$ cat src/rtl/mem_arbiter_if.sv
// mem_arbiter_if: requester and MemoryController signals of mem_arbiter.
// master = arbiter side, slave = requesters plus controller side.
interface mem_arbiter_if #(
   parameter int AW = 22
);
   logic          req0, req1, req2;
   logic          we0, we1, we2;
   logic [AW-1:0] addr0, addr1, addr2;
   logic [7:0]    wdata0, wdata1, wdata2;
   logic          ack0, ack1, ack2;
   logic [7:0]    rdata0, rdata1, rdata2;
   logic          mc_read_a;
   logic          mc_read_b;
   logic          mc_write;
   logic [AW-1:0] mc_addr;
   logic [7:0]    mc_din;
   logic [7:0]    mc_dout_a;
   logic [7:0]    mc_dout_b;
   logic          mc_busy;

   modport master (
      input  req0, req1, req2,
      input  we0, we1, we2,
      input  addr0, addr1, addr2,
      input  wdata0, wdata1, wdata2,
      output ack0, ack1, ack2,
      output rdata0, rdata1, rdata2,
      output mc_read_a, mc_read_b, mc_write,
      output mc_addr, mc_din,
      input  mc_dout_a, mc_dout_b, mc_busy
   );

   modport slave (
      output req0, req1, req2,
      output we0, we1, we2,
      output addr0, addr1, addr2,
      output wdata0, wdata1, wdata2,
      input  ack0, ack1, ack2,
      input  rdata0, rdata1, rdata2,
      input  mc_read_a, mc_read_b, mc_write,
      input  mc_addr, mc_din,
      output mc_dout_a, mc_dout_b, mc_busy
   );
endinterface

$ cat src/rtl/mem_arbiter.sv
// mem_arbiter: shares the byte-wide MemoryController among CPU (0),
// PPU (1) and cart loader/DMA (2); fixed priority 1 > 0 > 2.
// Ports: clk, reset_n (async, active low), bus (mem_arbiter_if.master):
//   reqN/weN/addrN/wdataN in, ackN/rdataN out per requester,
//   mc_read_a/mc_read_b/mc_write/mc_addr/mc_din out, mc_dout_a/b, mc_busy in.
// Option: define MEM_ARB_STARVE_GUARD_EN to let the CPU win after
//   STARVE_LIMIT consecutive losses to the PPU.
module mem_arbiter #(
   parameter int AW           = 22,
   parameter int STARVE_LIMIT = 4
) (
   input logic           clk,
   input logic           reset_n,
   mem_arbiter_if.master bus
);

   typedef enum logic [1:0] {
      IDLE  = 2'd0,
      ISSUE = 2'd1,
      WAIT  = 2'd2
   } state_t;

   // The starvation counter is 3 bits wide.
   if (STARVE_LIMIT < 1 || STARVE_LIMIT > 7) begin : g_bad_limit
      $error("mem_arbiter: STARVE_LIMIT must be 1..7");
   end

   state_t        state_q, state_d;
   logic [2:0]    gnt_q, gnt_d;
   logic          we_q, we_d;
   logic          rd_a_q, rd_a_d;
   logic          rd_b_q, rd_b_d;
   logic          wr_q, wr_d;
   logic [AW-1:0] addr_q, addr_d;
   logic [7:0]    din_q, din_d;
   logic [2:0]    ack_q, ack_d;
   logic [7:0]    rdata0_q, rdata0_d;
   logic [7:0]    rdata1_q, rdata1_d;
   logic [7:0]    rdata2_q, rdata2_d;

   logic [2:0]    req_v;
   logic [2:0]    win;
   logic          sel_we;
   logic [AW-1:0] sel_addr;
   logic [7:0]    sel_din;
   logic          force0;

`ifdef MEM_ARB_STARVE_GUARD_EN
   localparam logic [2:0] LIMIT = 3'(STARVE_LIMIT);
   logic [2:0] starve_q, starve_d;

   assign force0 = (starve_q >= LIMIT);
`else
   assign force0 = 1'b0;
`endif

   // A port whose ack is high this cycle is still holding req from the
   // access just finished; it must not be granted again.
   assign req_v = {bus.req2, bus.req1, bus.req0} & ~ack_q;

   always_comb begin
      win = 3'b000;
      priority case (1'b1)
         force0 && req_v[0]: win = 3'b001;
         req_v[1]:           win = 3'b010;
         req_v[0]:           win = 3'b001;
         req_v[2]:           win = 3'b100;
         default:            win = 3'b000;
      endcase
   end

   always_comb begin
      sel_we   = 1'b0;
      sel_addr = '0;
      sel_din  = 8'h00;
      unique case (1'b1)
         win[0]: begin
            sel_we   = bus.we0;
            sel_addr = bus.addr0;
            sel_din  = bus.wdata0;
         end
         win[1]: begin
            sel_we   = bus.we1;
            sel_addr = bus.addr1;
            sel_din  = bus.wdata1;
         end
         win[2]: begin
            sel_we   = bus.we2;
            sel_addr = bus.addr2;
            sel_din  = bus.wdata2;
         end
         default: ;
      endcase
   end

   always_comb begin
      state_d  = state_q;
      gnt_d    = gnt_q;
      we_d     = we_q;
      addr_d   = addr_q;
      din_d    = din_q;
      rd_a_d   = 1'b0;
      rd_b_d   = 1'b0;
      wr_d     = 1'b0;
      ack_d    = 3'b000;
      rdata0_d = rdata0_q;
      rdata1_d = rdata1_q;
      rdata2_d = rdata2_q;
`ifdef MEM_ARB_STARVE_GUARD_EN
      starve_d = starve_q;
`endif
      unique case (state_q)
         IDLE: begin
            // Busy low also covers an access left in flight by a reset.
            if (!bus.mc_busy && (|req_v)) begin
               gnt_d   = win;
               we_d    = sel_we;
               addr_d  = sel_addr;
               din_d   = sel_din;
               wr_d    = sel_we;
               rd_b_d  = !sel_we && win[1];
               rd_a_d  = !sel_we && !win[1];
               state_d = ISSUE;
`ifdef MEM_ARB_STARVE_GUARD_EN
               if (win[0]) begin
                  starve_d = 3'd0;
               end else if (win[1] && req_v[0] &&
                            starve_q != 3'd7) begin
                  starve_d = starve_q + 3'd1;
               end
`endif
            end
         end
         ISSUE: begin
            state_d = WAIT;
         end
         WAIT: begin
            if (!bus.mc_busy) begin
               ack_d = gnt_q;
               if (!we_q) begin
                  unique case (1'b1)
                     gnt_q[0]: rdata0_d = bus.mc_dout_a;
                     gnt_q[1]: rdata1_d = bus.mc_dout_b;
                     gnt_q[2]: rdata2_d = bus.mc_dout_a;
                     default: ;
                  endcase
               end
               state_d = IDLE;
            end
         end
         default: begin
            state_d = IDLE;
         end
      endcase
   end

   always_ff @(posedge clk or negedge reset_n) begin
      if (!reset_n) begin
         state_q  <= IDLE;
         gnt_q    <= 3'b000;
         we_q     <= 1'b0;
         rd_a_q   <= 1'b0;
         rd_b_q   <= 1'b0;
         wr_q     <= 1'b0;
         addr_q   <= '0;
         din_q    <= 8'h00;
         ack_q    <= 3'b000;
         rdata0_q <= 8'h00;
         rdata1_q <= 8'h00;
         rdata2_q <= 8'h00;
      end else begin
         state_q  <= state_d;
         gnt_q    <= gnt_d;
         we_q     <= we_d;
         rd_a_q   <= rd_a_d;
         rd_b_q   <= rd_b_d;
         wr_q     <= wr_d;
         addr_q   <= addr_d;
         din_q    <= din_d;
         ack_q    <= ack_d;
         rdata0_q <= rdata0_d;
         rdata1_q <= rdata1_d;
         rdata2_q <= rdata2_d;
      end
   end

`ifdef MEM_ARB_STARVE_GUARD_EN
   always_ff @(posedge clk or negedge reset_n) begin
      if (!reset_n) begin
         starve_q <= 3'd0;
      end else begin
         starve_q <= starve_d;
      end
   end
`endif

   assign bus.ack0      = ack_q[0];
   assign bus.ack1      = ack_q[1];
   assign bus.ack2      = ack_q[2];
   assign bus.rdata0    = rdata0_q;
   assign bus.rdata1    = rdata1_q;
   assign bus.rdata2    = rdata2_q;
   assign bus.mc_read_a = rd_a_q;
   assign bus.mc_read_b = rd_b_q;
   assign bus.mc_write  = wr_q;
   assign bus.mc_addr   = addr_q;
   assign bus.mc_din    = din_q;

endmodule
$ cat src/flat_wrapper.sv
// flat-port wrapper written by rule: the top's interface ports become plain ports
module mem_arbiter_flat 
#(
   parameter int AW           = 22,
   parameter int STARVE_LIMIT = 4
)
  (clk, reset_n, bus_req0, bus_req1, bus_req2, bus_we0, bus_we1, bus_we2, bus_addr0, bus_addr1, bus_addr2, bus_wdata0, bus_wdata1, bus_wdata2, bus_ack0, bus_ack1, bus_ack2, bus_rdata0, bus_rdata1, bus_rdata2, bus_mc_read_a, bus_mc_read_b, bus_mc_write, bus_mc_addr, bus_mc_din, bus_mc_dout_a, bus_mc_dout_b, bus_mc_busy);
  mem_arbiter_if #(.AW(AW)) bus_i ();
  input logic clk;
  input logic reset_n;
  input wire logic [$bits(bus_i.req0)-1:0] bus_req0;
  input wire logic [$bits(bus_i.req1)-1:0] bus_req1;
  input wire logic [$bits(bus_i.req2)-1:0] bus_req2;
  input wire logic [$bits(bus_i.we0)-1:0] bus_we0;
  input wire logic [$bits(bus_i.we1)-1:0] bus_we1;
  input wire logic [$bits(bus_i.we2)-1:0] bus_we2;
  input wire logic [$bits(bus_i.addr0)-1:0] bus_addr0;
  input wire logic [$bits(bus_i.addr1)-1:0] bus_addr1;
  input wire logic [$bits(bus_i.addr2)-1:0] bus_addr2;
  input wire logic [$bits(bus_i.wdata0)-1:0] bus_wdata0;
  input wire logic [$bits(bus_i.wdata1)-1:0] bus_wdata1;
  input wire logic [$bits(bus_i.wdata2)-1:0] bus_wdata2;
  output wire logic [$bits(bus_i.ack0)-1:0] bus_ack0;
  output wire logic [$bits(bus_i.ack1)-1:0] bus_ack1;
  output wire logic [$bits(bus_i.ack2)-1:0] bus_ack2;
  output wire logic [$bits(bus_i.rdata0)-1:0] bus_rdata0;
  output wire logic [$bits(bus_i.rdata1)-1:0] bus_rdata1;
  output wire logic [$bits(bus_i.rdata2)-1:0] bus_rdata2;
  output wire logic [$bits(bus_i.mc_read_a)-1:0] bus_mc_read_a;
  output wire logic [$bits(bus_i.mc_read_b)-1:0] bus_mc_read_b;
  output wire logic [$bits(bus_i.mc_write)-1:0] bus_mc_write;
  output wire logic [$bits(bus_i.mc_addr)-1:0] bus_mc_addr;
  output wire logic [$bits(bus_i.mc_din)-1:0] bus_mc_din;
  input wire logic [$bits(bus_i.mc_dout_a)-1:0] bus_mc_dout_a;
  input wire logic [$bits(bus_i.mc_dout_b)-1:0] bus_mc_dout_b;
  input wire logic [$bits(bus_i.mc_busy)-1:0] bus_mc_busy;
  assign bus_i.req0 = bus_req0;
  assign bus_i.req1 = bus_req1;
  assign bus_i.req2 = bus_req2;
  assign bus_i.we0 = bus_we0;
  assign bus_i.we1 = bus_we1;
  assign bus_i.we2 = bus_we2;
  assign bus_i.addr0 = bus_addr0;
  assign bus_i.addr1 = bus_addr1;
  assign bus_i.addr2 = bus_addr2;
  assign bus_i.wdata0 = bus_wdata0;
  assign bus_i.wdata1 = bus_wdata1;
  assign bus_i.wdata2 = bus_wdata2;
  assign bus_ack0 = bus_i.ack0;
  assign bus_ack1 = bus_i.ack1;
  assign bus_ack2 = bus_i.ack2;
  assign bus_rdata0 = bus_i.rdata0;
  assign bus_rdata1 = bus_i.rdata1;
  assign bus_rdata2 = bus_i.rdata2;
  assign bus_mc_read_a = bus_i.mc_read_a;
  assign bus_mc_read_b = bus_i.mc_read_b;
  assign bus_mc_write = bus_i.mc_write;
  assign bus_mc_addr = bus_i.mc_addr;
  assign bus_mc_din = bus_i.mc_din;
  assign bus_i.mc_dout_a = bus_mc_dout_a;
  assign bus_i.mc_dout_b = bus_mc_dout_b;
  assign bus_i.mc_busy = bus_mc_busy;
  mem_arbiter #(.AW(AW), .STARVE_LIMIT(STARVE_LIMIT)) u_core (.clk(clk), .reset_n(reset_n), .bus(bus_i));
endmodule
$ cat config.mk
export PLATFORM = sky130hd
export DESIGN_NAME = mem_arbiter_flat
export DESIGN_NICKNAME = d
export VERILOG_FILES = /design/src/rtl/mem_arbiter_if.sv /design/src/rtl/mem_arbiter.sv /design/src/flat_wrapper.sv
export SDC_FILE = /design/constraint.sdc
export NUM_CORES = 1
export LEC_CHECK = 0
export ABC_AREA = 1
export CORE_MARGIN = 10
export CORE_UTILIZATION = 43
export CTS_CLUSTER_SIZE = 16
export DETAILED_ROUTE_END_ITERATION = 10
export HOLD_SLACK_MARGIN = 0.05
export PLACE_DENSITY_LB_ADDON = 0.15
export SLEW_MARGIN = 20
export SYNTH_ARGS = -nofsm -noshare
export SYNTH_HDL_FRONTEND = slang
export SYNTH_SLANG_ARGS = --single-unit
$ cat constraint.sdc
create_clock -name clk -period 3.08 [get_ports clk]
set_clock_uncertainty 0.1 [all_clocks]
set_input_delay 0.616 -clock clk [delete_from_list [all_inputs] [get_ports clk]]
set_output_delay 0.616 -clock clk [all_outputs]
set_load 0.05 [all_outputs]
# ---- Word level (Yosys, flattened, before mapping)
# Cells that the tools add are included.
dict set report word_totals {
  ff_bits 66
  latchBits 0
  ram_bits 0
  romBits 0
  output_inout_bits 60
  word_cells 50
  n_memories 0
}
dict set report classes {
  add_sub_neg 0
  n_mul 0
  n_div 0
  order_cmp 0
  n_eq_ne 4
  n_shift 0
  muxes 17
  bitwise_logic 4
  reduce_logical 13
}
# operator count
set op_table {}
lappend op_table {{$pmux W22 S3} 1}
lappend op_table {{$pmux W8 S3} 1}
lappend op_table {{$mux W3} 5}
lappend op_table {{$reduce_and A4 Y1} 3}
lappend op_table {{$mux W1} 6}
lappend op_table {{$pmux W2 S3} 1}
lappend op_table {{$mux W2} 2}
lappend op_table {{$reduce_and A2 Y1} 2}
lappend op_table {{$and A3 B3 Y3} 1}
lappend op_table {{$logic_and A1 B1 Y1} 3}
lappend op_table {{$logic_not A1 Y1} 3}
lappend op_table {{$not A3 Y3} 1}
lappend op_table {{$pmux W1 S3} 1}
lappend op_table {{$reduce_or A3 Y1} 1}
lappend op_table {{$eq A2 B1 Y1 const B} 1}
lappend op_table {{$eq A2 B2 Y1 const B} 1}
lappend op_table {{$logic_not A2 Y1} 1}
lappend op_table {{$ne A2 B1 Y1 const B} 1}
lappend op_table {{$ne A2 B2 Y1 const B} 1}
lappend op_table {{$not A1 Y1} 2}

# ---- Logic depth before layout (Yosys ltp)
dict set report logic_depth {
  depth_word 10
  depth_mapped 9
  ltp_nobuf 8
}

# ---- Least setup slack after synthesis
# Ideal clock, no wire load.
dict set report synth_path {
  path_type {register to register}
  from {register u_core.ack_q[2]}
  to {register u_core.addr_q[10] (netlist: u_core.bus.mc_addr[10])}
  arrival_ns 1.443
  slack_ns 1.470
  stages_incl_launch_ff 7
  n_path_buf 2
  path_cell_list {dfrtp_1 nor2_1 buf_4 nand3_4 clkbuf_1 nand3_1 nand2_1}
}
dict set report synth_between {
  elab_chain_cells 6
}
# item line
set synth_rtl {}
lappend synth_rtl {{start: declaration} mem_arbiter.sv:36} ;# logic [2:0] ack_q, ack_d;
lappend synth_rtl {{start signal: assignment} mem_arbiter.sv:180} ;# ack_q <= ack_d;
lappend synth_rtl {{$not A3 Y3 (*)} mem_arbiter.sv:59} ;# assign req_v = {bus.req2, bus.req1, bus.req0} & ~ack_q;
lappend synth_rtl {{$and A3 B3 Y3 (*)} mem_arbiter.sv:59}
lappend synth_rtl {{$mux W3 (3 in series)} mem_arbiter.sv:63} ;# priority case (1'b1)
lappend synth_rtl {{$pmux W22 S3} mem_arbiter.sv:76} ;# unique case (1'b1)
lappend synth_rtl {{end signal: assignment} mem_arbiter.sv:178} ;# addr_q <= addr_d;
lappend synth_rtl {{end: declaration} mem_arbiter.sv:34} ;# logic [AW-1:0] addr_q, addr_d;
# Every way passes the cells marked *; elsewhere a longest branch is shown, timed or not.
# A chain may end at the register's enable or synchronous reset.

# ---- Worst setup path in the final report
dict set report layout_path {
  from {register u_core.ack_q[1]}
  to {output bus_ack1}
}
# item line
set layout_lines {}
lappend layout_lines {{end: declaration} flat_wrapper.sv:24} ;# output wire logic [$bits(bus_i.ack1)-1:0] bus_ack1;
# No word-level cell between the ends.

==> flow_summary_export.csv <==
group,metric,value,unit
status,status,"complete, no violations",
cts,clkLatencyLatePin,0.33,ns
logic_synthesis,syn_inst,459,
sta,fin_hold_ws,0.279,ns
floorplan,die_h,109,um
cts,cts_resized,0,
cts,cts.sinks,66,
logic_synthesis,synthTopCellsByCount,"nand2_1, dfrtp_1, nand3_1",
detailed_routing,vias_per_cell,4.78,
cts,post_cts_buffers,0,
pwr,pwr-share-comb,55.3,%
layout,layout-drive-gt1-share,6.46,%
logic_synthesis,synth_nets,574,
sta,worst_pin_slew,0.853,ns
cts,clk_path_buf_depth,2,
worst_setup_path,critPathTopFamily,"buffers and inverters",
logic_synthesis,ys_seq_area_share,49.0,%
sta,hold_viol,0,
worst_setup_path,required,2.36,ns
global_route,grt_pass1_vias,3555,
logic_synthesis,yosysWarningCount,0,
worst_setup_path,cp_slowest_stage_delay,0.85,ns
layout,syn_to_final_growth,60.8,%
cts,cts_inserted_buffers,9,
worst_setup_path,critPathMaxFanout,3,
cts,tritoncts,"yes",
cts,ctsHoldBuffers,0,
cts,root_buffer,"clkbuf_8",
logic_synthesis,ys.flop_type,"dfrtp_1",
sta,setup_tns,0,ns
logic_synthesis,ys_top_cells_by_area,"dfrtp_1, nand2_1, nand3_1",
detailed_routing,wl_per_cell,16.0,um
pwr,pwr-share-clk,16.2,%
logic_synthesis,synth_area_per_cell,7.34,um^2
worst_setup_path,end_kind,"primary output",
pwr,p_seq_share,28.5,%
global_route,antenna_found_initial,0,
floorplan,fp.dieArea,0.0118,mm^2
run,cap_violations,0,
worst_setup_path,rrSetupSlack,1.29,ns
detailed_routing,vias,3523,
logic_synthesis,synth-async-reset-ratio,100,%
placement,gp_congestion,0.889,
layout,fillerInstances,648,
floorplan,dieWidth,109,um
sta,max_freq,430,MHz
layout,antennaDiodeCount,0,
sta,finalSetupViolations,0,
min_path,hold_class,"input pin to asynchronous set/reset pin",
global_route,grt_max_degree,38,
cts,h-tree-depth,3,
logic_synthesis,synthesis.area,0.00337,mm^2
worst_setup_path,cp.arrival,1.61,ns
floorplan,start_util,43.8,%
floorplan,coreArea,0.00769,mm^2
logic_synthesis,yosysMostFrequentCell,"nand2_1",
worst_setup_path,worstRegToRegCells,5,
global_route,grt-ovfl-total,0,
worst_setup_path,path_buf_inv,1,
placement,io_buffer_count,174,
global_route,grt_usage,20.0,%
layout,multi_input_area,0.00141,mm^2
worst_setup_path,cp_cell_sequence,"clkdlybuf4s50_1",
sta,rsz0062_at_grt,"false",
logic_synthesis,synth_area_leader_cell,"dfrtp_1",
placement,dp_hpwl,9110,um
pwr,ir_drop,0.676,mV
cts,cts.clk_slew.worst_paths,0.08,ns
pwr,internal_power,2.62,mW
worst_setup_path,startpoint_type,"register",
sta,relSlewSlack,43.1,%
floorplan,io_pins,175,
logic_synthesis,synth.distinct_cells,18,
floorplan,rows,32,
pwr,power.switching,2.42,mW
logic_synthesis,synth-edff-count,0,
logic_synthesis,synth-seq-cells,66,
detailed_routing,antenna_left,0,
sta,fin_crit,2.32,ns
worst_setup_path,timing.critical_path.to,"bus_ack1",
layout,nets,745,
global_route,grt_pass1_wl,18600,um
layout,fin_util,70.5,%
worst_setup_path,worstReg2RegStart,"u_core.state_q[0]$_DFFE_PN0P_",
worst_setup_path,crit_start,"u_core.ack_q[1]$_DFF_PN0_",
sta,slew_viol_final,0,
worst_setup_path,critical-path-slowest-cell,"clkdlybuf4s50_1",
worst_setup_path,r2r_end,"u_core.bus.mc_read_b$_DFF_PN0_",
worst_setup_path,critPathKind,"register to primary output",
logic_synthesis,synth_top_area_share,49.0,%
layout,final-seq-area,0.00165,mm^2
pwr,p_per_area,930,mW/mm^2
pwr,swShare,48.0,%
worst_setup_path,crit_cells,1,
detailed_routing,drt_iter0_drc,170,
detailed_routing,drt_wl_total,11800,um
detailed_routing,drc,0,
pwr,power_leakage,2.69,nW
detailed_routing,dr.pass1.iters,6,
sta,fin_crit_sh,75.4,%
==> worst min path at each step <==
stage	end	slack, ns	cells after the start
6_report	u_core.bus.mc_addr[21]$_DFFE_PN0P_	0.28	1
3_3_place_gp	u_core.bus.rdata1[4]$_DFFE_PN0P_	0.37	2
3_5_place_dp	u_core.bus.rdata2[3]$_DFFE_PN0P_	0.38	2
2_1_floorplan	u_core.ack_q[0]$_DFF_PN0_	0.22	0
4_1_cts	u_core.bus.mc_addr[21]$_DFFE_PN0P_	0.30	1
5_1_grt	u_core.bus.mc_addr[21]$_DFFE_PN0P_	0.34	1
==> cells in the final DEF (no fill, tap or decap) <==
| cell | n |
|---|---|
| nand2_1 | 202 |
| inv_1 | 46 |
| nor2_4 | 2 |
| clkinv_4 | 1 |
| o21ai_1 | 26 |
| clkinvlp_4 | 2 |
| nand3_1 | 62 |
| nand2_4 | 1 |
| nor2_1 | 9 |
| bufinv_16 | 2 |
| buf_2 | 1 |
| clkbuf_8 | 9 |
| clkdlybuf4s50_1 | 173 |
| buf_12 | 1 |
| inv_6 | 2 |
| nand3_2 | 4 |
| buf_4 | 9 |
| nand2_2 | 1 |
| inv_2 | 3 |
| dfrtp_1 | 66 |
| nand4_1 | 9 |
| nand3_4 | 1 |
| a21boi_0 | 1 |
| nor2_2 | 2 |
==> through the flow <==
stage / power (mW) / instances / setup slack [ns] / instance area, um^2
finish: 5.04 / 737 / 0.757 / 5420
global route: 5.33 / 737 / 0.699 / 5420
CTS: 5.11 / 737 / 0.721 / 5420
detailed placement: 4.26 / 721 / 0.651 / 5190
global placement: 4.22 / 721 / 0.664 / 5190
floorplan: 3.22 / 459 / 1.47 / 3370
==> metal layers <==
layer	part of all wire, %	track usage, %
met1	38	23.1
met2	51	34.3
met4	1.9	6.21
met5	0	0
met3	9.2	6.78
==> area by class of cell <==
| cell class | count | share of cell area [%] |
|---|---|---|
| flip-flops and latches | 66 | 30.5 |
| well taps | 102 | 2.36 |
| multi-input cells | 320 | 26.0 |
| repair buffers | 184 | 33.7 |
| clock inverters | 7 | 1.87 |
| clock buffers | 9 | 2.29 |
| inverters | 49 | 3.39 |
==> kinds of logic after synthesis <==
family                 after synthesis  synth area share, %
AND/OR/NAND/NOR                    293                 37.7
AO/OA/AOI/OAI                       27                 4.08
flip-flops                          66                 49.0
buffers and inverters               73                 9.25
==> power by group through the flow <==
stage,Sequential (mW),Combinational (mW),Clock (mW)
after floorplan,2.57,0.644,0
after global placement,1.44,2.78,0
after detailed placement,1.45,2.81,0
after CTS,1.44,2.82,0.843
after global routing,1.48,2.98,0.871
final,1.44,2.79,0.818
==> state kept, by name, summed over array words and instances, names as in the netlist, 2 cells and up <==
name,count
u_core.bus.mc_din,8
u_core.gnt_q,3
u_core.bus.rdata0,8
u_core.bus.rdata1,8
u_core.bus.mc_addr,22
u_core.bus.rdata2,8
u_core.ack_q,3
u_core.state_q,2
(Power assumes the default switching activity.)
